<file path="src/rtl/cache_pkg.sv">
// Shared types and helpers for the cache replacement-way allocator.
package cache_pkg;

  typedef enum logic [1:0] {
    ST_IDLE,
    ST_SEARCH,
    ST_HOLD
  } victim_state_t;

  localparam int WAYS_DEFAULT = 4;

  typedef logic [$clog2(WAYS_DEFAULT)-1:0] way_idx_t;

  // Index of the lowest set bit; 0 when the mask is empty (callers test the mask first).
  function automatic logic [3:0] lowest_set(input logic [15:0] mask);
    logic [3:0] idx;
    idx = '0;
    for (int i = 15; i >= 0; i--) begin
      if (mask[i]) idx = 4'(i);
    end
    return idx;
  endfunction

endpackage

</file>
<file path="src/rtl/cache_victim_select.sv">
// Replacement-way allocator: fills invalid ways first, else uses the LFSR index.
// Way locking (lock_mask port, locked-way scan, victim_none) is enabled by CACHE_VICTIM_LOCK_EN.
module cache_victim_select
  import cache_pkg::*;
#(
  parameter int WAYS  = WAYS_DEFAULT,
  parameter int IDX_W = $clog2(WAYS)
) (
  input  logic             clk,
  input  logic             reset_n,
  input  logic             req_valid,
  output logic             req_ready,
  input  logic [WAYS-1:0]  valid_mask,
`ifdef CACHE_VICTIM_LOCK_EN
  input  logic [WAYS-1:0]  lock_mask,
`endif
  input  logic [IDX_W-1:0] rand_bits,
  output logic             victim_valid,
  input  logic             victim_ack,
  output logic [IDX_W-1:0] victim_way,
  output logic [WAYS-1:0]  victim_onehot,
  output logic             victim_was_invalid,
  output logic             victim_none
);

  localparam logic [WAYS-1:0] ONE_HOT0 = WAYS'(1);

  victim_state_t    state_reg;
  logic [WAYS-1:0]  valid_reg;
  logic [IDX_W-1:0] scan_ptr_reg;
  logic [WAYS-1:0]  cand;
  logic [15:0]      cand16;
  logic [IDX_W-1:0] first_free;

  assign req_ready    = (state_reg == ST_IDLE);
  assign victim_valid = (state_reg == ST_HOLD);

`ifdef CACHE_VICTIM_LOCK_EN
  logic [WAYS-1:0]  lock_reg;
  logic [IDX_W-1:0] test_cnt_reg;
  logic             none_reg;
  logic             ptr_locked;

  assign cand        = ~valid_reg & ~lock_reg;
  assign ptr_locked  = lock_reg[scan_ptr_reg];
  assign victim_none = none_reg;
`else
  assign cand        = ~valid_reg;
  assign victim_none = 1'b0;
`endif

  always_comb begin
    cand16             = '0;
    cand16[WAYS-1:0]   = cand;
    first_free         = IDX_W'(lowest_set(cand16));
  end

  always_ff @(posedge clk or negedge reset_n) begin
    if (!reset_n) begin
      state_reg          <= ST_IDLE;
      valid_reg          <= '0;
      scan_ptr_reg       <= '0;
      victim_way         <= '0;
      victim_onehot      <= '0;
      victim_was_invalid <= 1'b0;
`ifdef CACHE_VICTIM_LOCK_EN
      lock_reg           <= '0;
      test_cnt_reg       <= '0;
      none_reg           <= 1'b0;
`endif
    end else begin
      case (state_reg)
        ST_IDLE: begin
          if (req_valid) begin
            valid_reg    <= valid_mask;
            scan_ptr_reg <= rand_bits;
`ifdef CACHE_VICTIM_LOCK_EN
            lock_reg     <= lock_mask;
            test_cnt_reg <= '0;
`endif
            state_reg    <= ST_SEARCH;
          end
        end
        ST_SEARCH: begin
`ifdef CACHE_VICTIM_LOCK_EN
          // The invalid check only counts on the first SEARCH cycle; later cycles are scan steps.
          if (test_cnt_reg == '0 && |cand) begin
            victim_way         <= first_free;
            victim_onehot      <= ONE_HOT0 << first_free;
            victim_was_invalid <= 1'b1;
            none_reg           <= 1'b0;
            state_reg          <= ST_HOLD;
          end else if (!ptr_locked) begin
            victim_way         <= scan_ptr_reg;
            victim_onehot      <= ONE_HOT0 << scan_ptr_reg;
            victim_was_invalid <= 1'b0;
            none_reg           <= 1'b0;
            state_reg          <= ST_HOLD;
          end else if (test_cnt_reg == IDX_W'(WAYS - 1)) begin
            victim_way         <= '0;
            victim_onehot      <= '0;
            victim_was_invalid <= 1'b0;
            none_reg           <= 1'b1;
            state_reg          <= ST_HOLD;
          end else begin
            scan_ptr_reg <= scan_ptr_reg + 1'b1;
            test_cnt_reg <= test_cnt_reg + 1'b1;
          end
`else
          if (|cand) begin
            victim_way         <= first_free;
            victim_onehot      <= ONE_HOT0 << first_free;
            victim_was_invalid <= 1'b1;
          end else begin
            victim_way         <= scan_ptr_reg;
            victim_onehot      <= ONE_HOT0 << scan_ptr_reg;
            victim_was_invalid <= 1'b0;
          end
          state_reg <= ST_HOLD;
`endif
        end
        ST_HOLD: begin
          if (victim_ack) state_reg <= ST_IDLE;
        end
        default: state_reg <= ST_IDLE;
      endcase
    end
  end

endmodule

</file>
<file path="config.mk">
export PLATFORM = sky130hd
export DESIGN_NAME = cache_victim_select
export DESIGN_NICKNAME = d
export VERILOG_FILES = /design/src/rtl/cache_pkg.sv /design/src/rtl/cache_victim_select.sv
export SDC_FILE = /design/constraint.sdc
export NUM_CORES = 1
export LEC_CHECK = 0
export ABC_AREA = 0
export CAP_MARGIN = 20
export CORE_ASPECT_RATIO = 0.9
export CORE_MARGIN = 4
export CORE_UTILIZATION = 39
export CTS_CLUSTER_SIZE = 20
export DETAILED_ROUTE_END_ITERATION = 10
export GPL_TIMING_DRIVEN = 0
export PLACE_DENSITY = 0.78
export SYNTH_ARGS = -nofsm -noshare
export SYNTH_HDL_FRONTEND = slang
export SYNTH_SLANG_ARGS = --single-unit
</file>
<file path="constraint.sdc">
create_clock -name clk -period 1.1 [get_ports clk]
set_input_delay 0.165 -clock clk [delete_from_list [all_inputs] [get_ports clk]]
set_output_delay 0.165 -clock clk [all_outputs]
set_load 0.03 [all_outputs]
</file>
Word-level counts from Yosys, hierarchy flattened --
Cells that the tools add are included. W data, S select, Z words.
Word-level totals: register bits after elaboration 15, input port bits 10, output and inout bits 10, logic and storage cells 27
Cells by class: eq/ne operators 4, shift operators 2, mux-type cells 10, bitwise logic cells 1, reduce and logical (&&, ||, !) cells 4
Operators by type and width (number):
- $mux W2 | 7
- $shl A1 B2 Y4 const A | 2
- $pmux W2 S3 | 1
- $mux W4 | 1
- $not A4 Y4 | 1
- $reduce_and A2 Y1 | 2
- $reduce_or A4 Y1 | 1
- $eq A2 B1 Y1 const B | 1
- $eq A2 B2 Y1 const B | 1
- $logic_not A2 Y1 | 1
- $ne A2 B1 Y1 const B | 1
- $ne A2 B2 Y1 const B | 1
- $mux W1 | 1

Logic depth before layout (Yosys ltp) --
word-level depth 7, gate-level depth with buffers 4, gate-level depth less buffers 3

Least setup slack after synthesis --
Ideal clock, no wire load.
kind register to register, from register state_reg[1], to register scan_ptr_reg[0], setup time 127 ps, data arrival time 1465 ps, data required time 973 ps, slack -492 ps, cell stages (with the launch flop) 5, path buffers 1, period minus slack after synthesis 1592 ps, path through dfrtp_1 -> nor2_1 -> and2_1 -> buf_6 -> mux2_1
Between the ends: longest elaborated chain between the ends 2
Ends and longest elaborated chain:
- start: declaration | line cache_victim_select.sv:28 | victim_state_t state_reg;
- start signal: assignment | line cache_victim_select.sv:60 | state_reg <= ST_IDLE;
- start signal: assignment | line cache_victim_select.sv:81 | state_reg <= ST_SEARCH;
- start signal: assignment | line cache_victim_select.sv:119 | state_reg <= ST_HOLD;
- $logic_not A2 Y1
- via req_ready | line cache_victim_select.sv:12 | output logic req_ready,
- $reduce_and A2 Y1 (no line)
- end signal: assignment | line cache_victim_select.sv:76 | scan_ptr_reg <= rand_bits;
- end: declaration | line cache_victim_select.sv:30 | logic [IDX_W-1:0] scan_ptr_reg;
The timed path passes the listed nets, and every way through them passes these cells. A chain may end at the register's enable or synchronous reset.

Worst setup path after layout --
from register state_reg[0], to register scan_ptr_reg[0]
Between the ends: longest elaborated chain between the ends 2
Ends and longest elaborated chain:
- $logic_not A2 Y1 | line cache_victim_select.sv:72 | case (state_reg)
- $reduce_and A2 Y1 (no line)
No other way between the ends.

==> impl_metrics.py <==
metrics = {
    "floorplanning": {
        "die_w_um": 50.9,
        "core_area_mm2": 0.00151,
        "num_rows": 13,
        "initial_core_util": 0.428,
        "die_h_um": 46.6,
        "ioPinCount": 20,
        "die-area_mm2": 0.00238,
    },
    "setup_path": {
        "crit_arrival_ps": 1400,
        "slowest_delay_ps": 460,
        "required_ps": 1270,
        "critPathLaunchType": "flop",
        "slowest_stage": "dfrtp_2",
        "worstPathCellList": "nor2_4, and2_4, mux2_1",
        "rrSetupSlack_ps": -130,
        "crit_type": "flop to flop",
        "crit_path_end_kind": "flop",
        "path_max_fanout": 7,
    },
    "pwr": {
        "ir_drop_uv": 1650,
        "power_switching_uw": 1190,
        "powerDensity_mw_per_mm2": 3070,
        "p_int_uw": 1710,
        "power_frac_seq": 0.353,
        "pwr-share-comb": 0.540,
        "p_clk_frac": 0.107,
        "switching_share": 0.411,
        "finalPower_uw": 2900,
        "p_leak_uw": 0.000449,
    },
    "final_layout": {
        "finalNonFillerCells": 101,
        "num_antenna_cells": 0,
        "fin_nets": 90,
        "syn_to_final_growth_pct": 46.0,
        "drive_above_1_share": 0.494,
    },
    "routing": {
        "drcViolationCount": 0,
        "wl_per_cell_um": 12.6,
        "drtIter0Drc": 3,
        "first_pass_iters": 2,
        "wirelength_um": 1270,
        "antenna_left": 0,
        "post_drt_via_cell_ratio": 4.64,
        "via_count": 469,
    },
    "sta": {
        "fin_crit_ps": 1230,
        "finalSetupViolCount": 15,
        "layout_setup_ws_ps": -131,
        "post-route-period-util": 1.12,
        "slew_violations": 0,
        "worst_pin_slew_ps": 655,
        "skew_ps": 0.786,
        "slew_headroom": 0.562,
        "finalHoldViolCount": 0,
        "rsz0062_at_grt": "yes",
        "clock.fmax_mhz": 812,
    },
    "yosys": {
        "ys_seq_elements": 15,
        "synth.area.top_cells": "dfrtp_1, mux2_1, a21o_1, nand2_1, and2_1",
        "yosysMostFrequentCell": "dfrtp_1",
        "async_flop_share": 1.00,
        "yosysSeqAreaShare": 0.580,
        "synthFlopType": "dfrtp_1",
        "synth.distinct_cells": 25,
        "syn-num-nets": 62,
        "ys_warn_count": 0,
        "avgSynthCellArea_um2": 12.4,
        "syn_inst": 52,
        "synthesis.area_um2": 647,
        "synth_top_area_share": 0.580,
        "netlist_top_cells_count": "dfrtp_1, mux2_1, nand2_1",
        "synth_edf_count": 0,
        "yosys.area.top_type": "dfrtp_1",
    },
    "clock_network": {
        "h-tree-depth": 1,
        "insertion_delay_ps": 280,
        "max-clock-path-buffers": 2,
        "cts_made_buffers": 3,
        "ctsRootBufferMaster": "clkbuf_4",
        "clk_pin_slew_ps": 90,
        "cts_tree": "yes",
        "cts_sinks": 15,
    },
    "grt": {
        "overflow": 0,
        "grt_pass1_vias": 438,
        "grt_start_max_net_pins": 16,
        "grt_antenna_before_repair": 0,
        "track_usage": 0.114,
        "grt_pass1_wl_um": 2000,
    },
    "run": {
        "maxCapViolations": 0,
    },
    "placement": {
        "port_buffers": 18,
        "dpl.cell_count": 92,
        "place.gp.congestion": 0.676,
    },
    "run_status": {
        "violations": "negative setup slack",
        "status": "complete, but fails checks",
    },
    "hold_path": {
        "hold_class": "input port to asynchronous set/reset pin",
    },
}
[power groups by stage]
stage	registers [µW]	logic, µW	clock network, µW
floorplan	1220	657	0
global placement	1020	1300	0
detailed placement	1030	1320	0
CTS	1010	1400	329
global route	1060	1700	365
finish	1030	1570	310
[layout by cell type, fill, tap and decap left out, types with 3 or more instances in the layout]
cell type,Yosys,routed
clkbuf_4,0,3
inv_2,2,3
mux2_4,0,4
nand2_1,4,4
clkdlybuf4s50_1,0,9
dfrtp_1,15,13
buf_4,1,8
buf_2,1,7
[path summary, 6_finish.rpt]
kind | start | endpoint | cells after the start
setup / recovery | state_reg[0] | scan_ptr_reg[0] | 3
hold / removal | reset_n | victim_way[1] | 1
setup reg to reg | state_reg[0] | scan_ptr_reg[0] | 3
hold reg to reg | victim_way[1] | victim_way[1] | 1
max in group asynchronous | reset_n | state_reg[0] | 1
min in group clk | victim_ack | state_reg[1] | 2
[critical path, delay by kind of cell, from the launching register on]
family        cells  cell delay, ps
flops             1             460
simple gates      2             340
mux               1             320
[metal layers]
layer  up-vias  wire [µm]  global-route usage
li1        236          -                   -
met1       219        580               0.146
met2        14        610               0.193
met3         0         76              0.0291
met4         0          0              0.0323
met5         -          0                   0
[cell type report]
class                           instances  area, µm²
Timing Repair Buffer                   24        193
Buffer                                  2       15.0
Fill cell                             140        568
Inverter                                3       11.3
Clock buffer                            3       22.5
Tap cell                               22       27.5
Sequential cell                        15        378
Multi-Input combinational cell         31        293
Clock inverter                          1       5.00
[stage by stage]
step | setup TNS [ps] | area (µm²) | hold WS [ps] | worst slack [ps] | utilization
finish | -1510 | 945 | 280 | -131 | 0.624
global route | -2320 | 945 | 326 | -182 | 0.624
CTS | -1500 | 896 | 309 | -130 | 0.592
detailed placement | -2840 | 862 | 465 | -347 | 0.570
global placement | -2620 | 862 | 460 | -343 | 0.570
floorplan | -1580 | 654 | -131 | -237 | -
[kinds of logic after synthesis]
group | synth area share
AOI/OAI and AO/OA | 0.132
buffers and inverters | 0.0542
DFF | 0.580
muxes | 0.104
other | 0.00580
and+or+nand+nor | 0.124
[what timing repair did]
| item | CTS | global route |
|---|---|---|
| pin swaps | 4 | 3 |
| resized for setup | 57 | 6 |
| setup buffers | 3 | 3 |
| endpoints found under the setup margin | 23 | 16 |
| gates cloned | 0 | 0 |
| hold buffers | 0 | 0 |
Power figures use the tool's default switching activity.
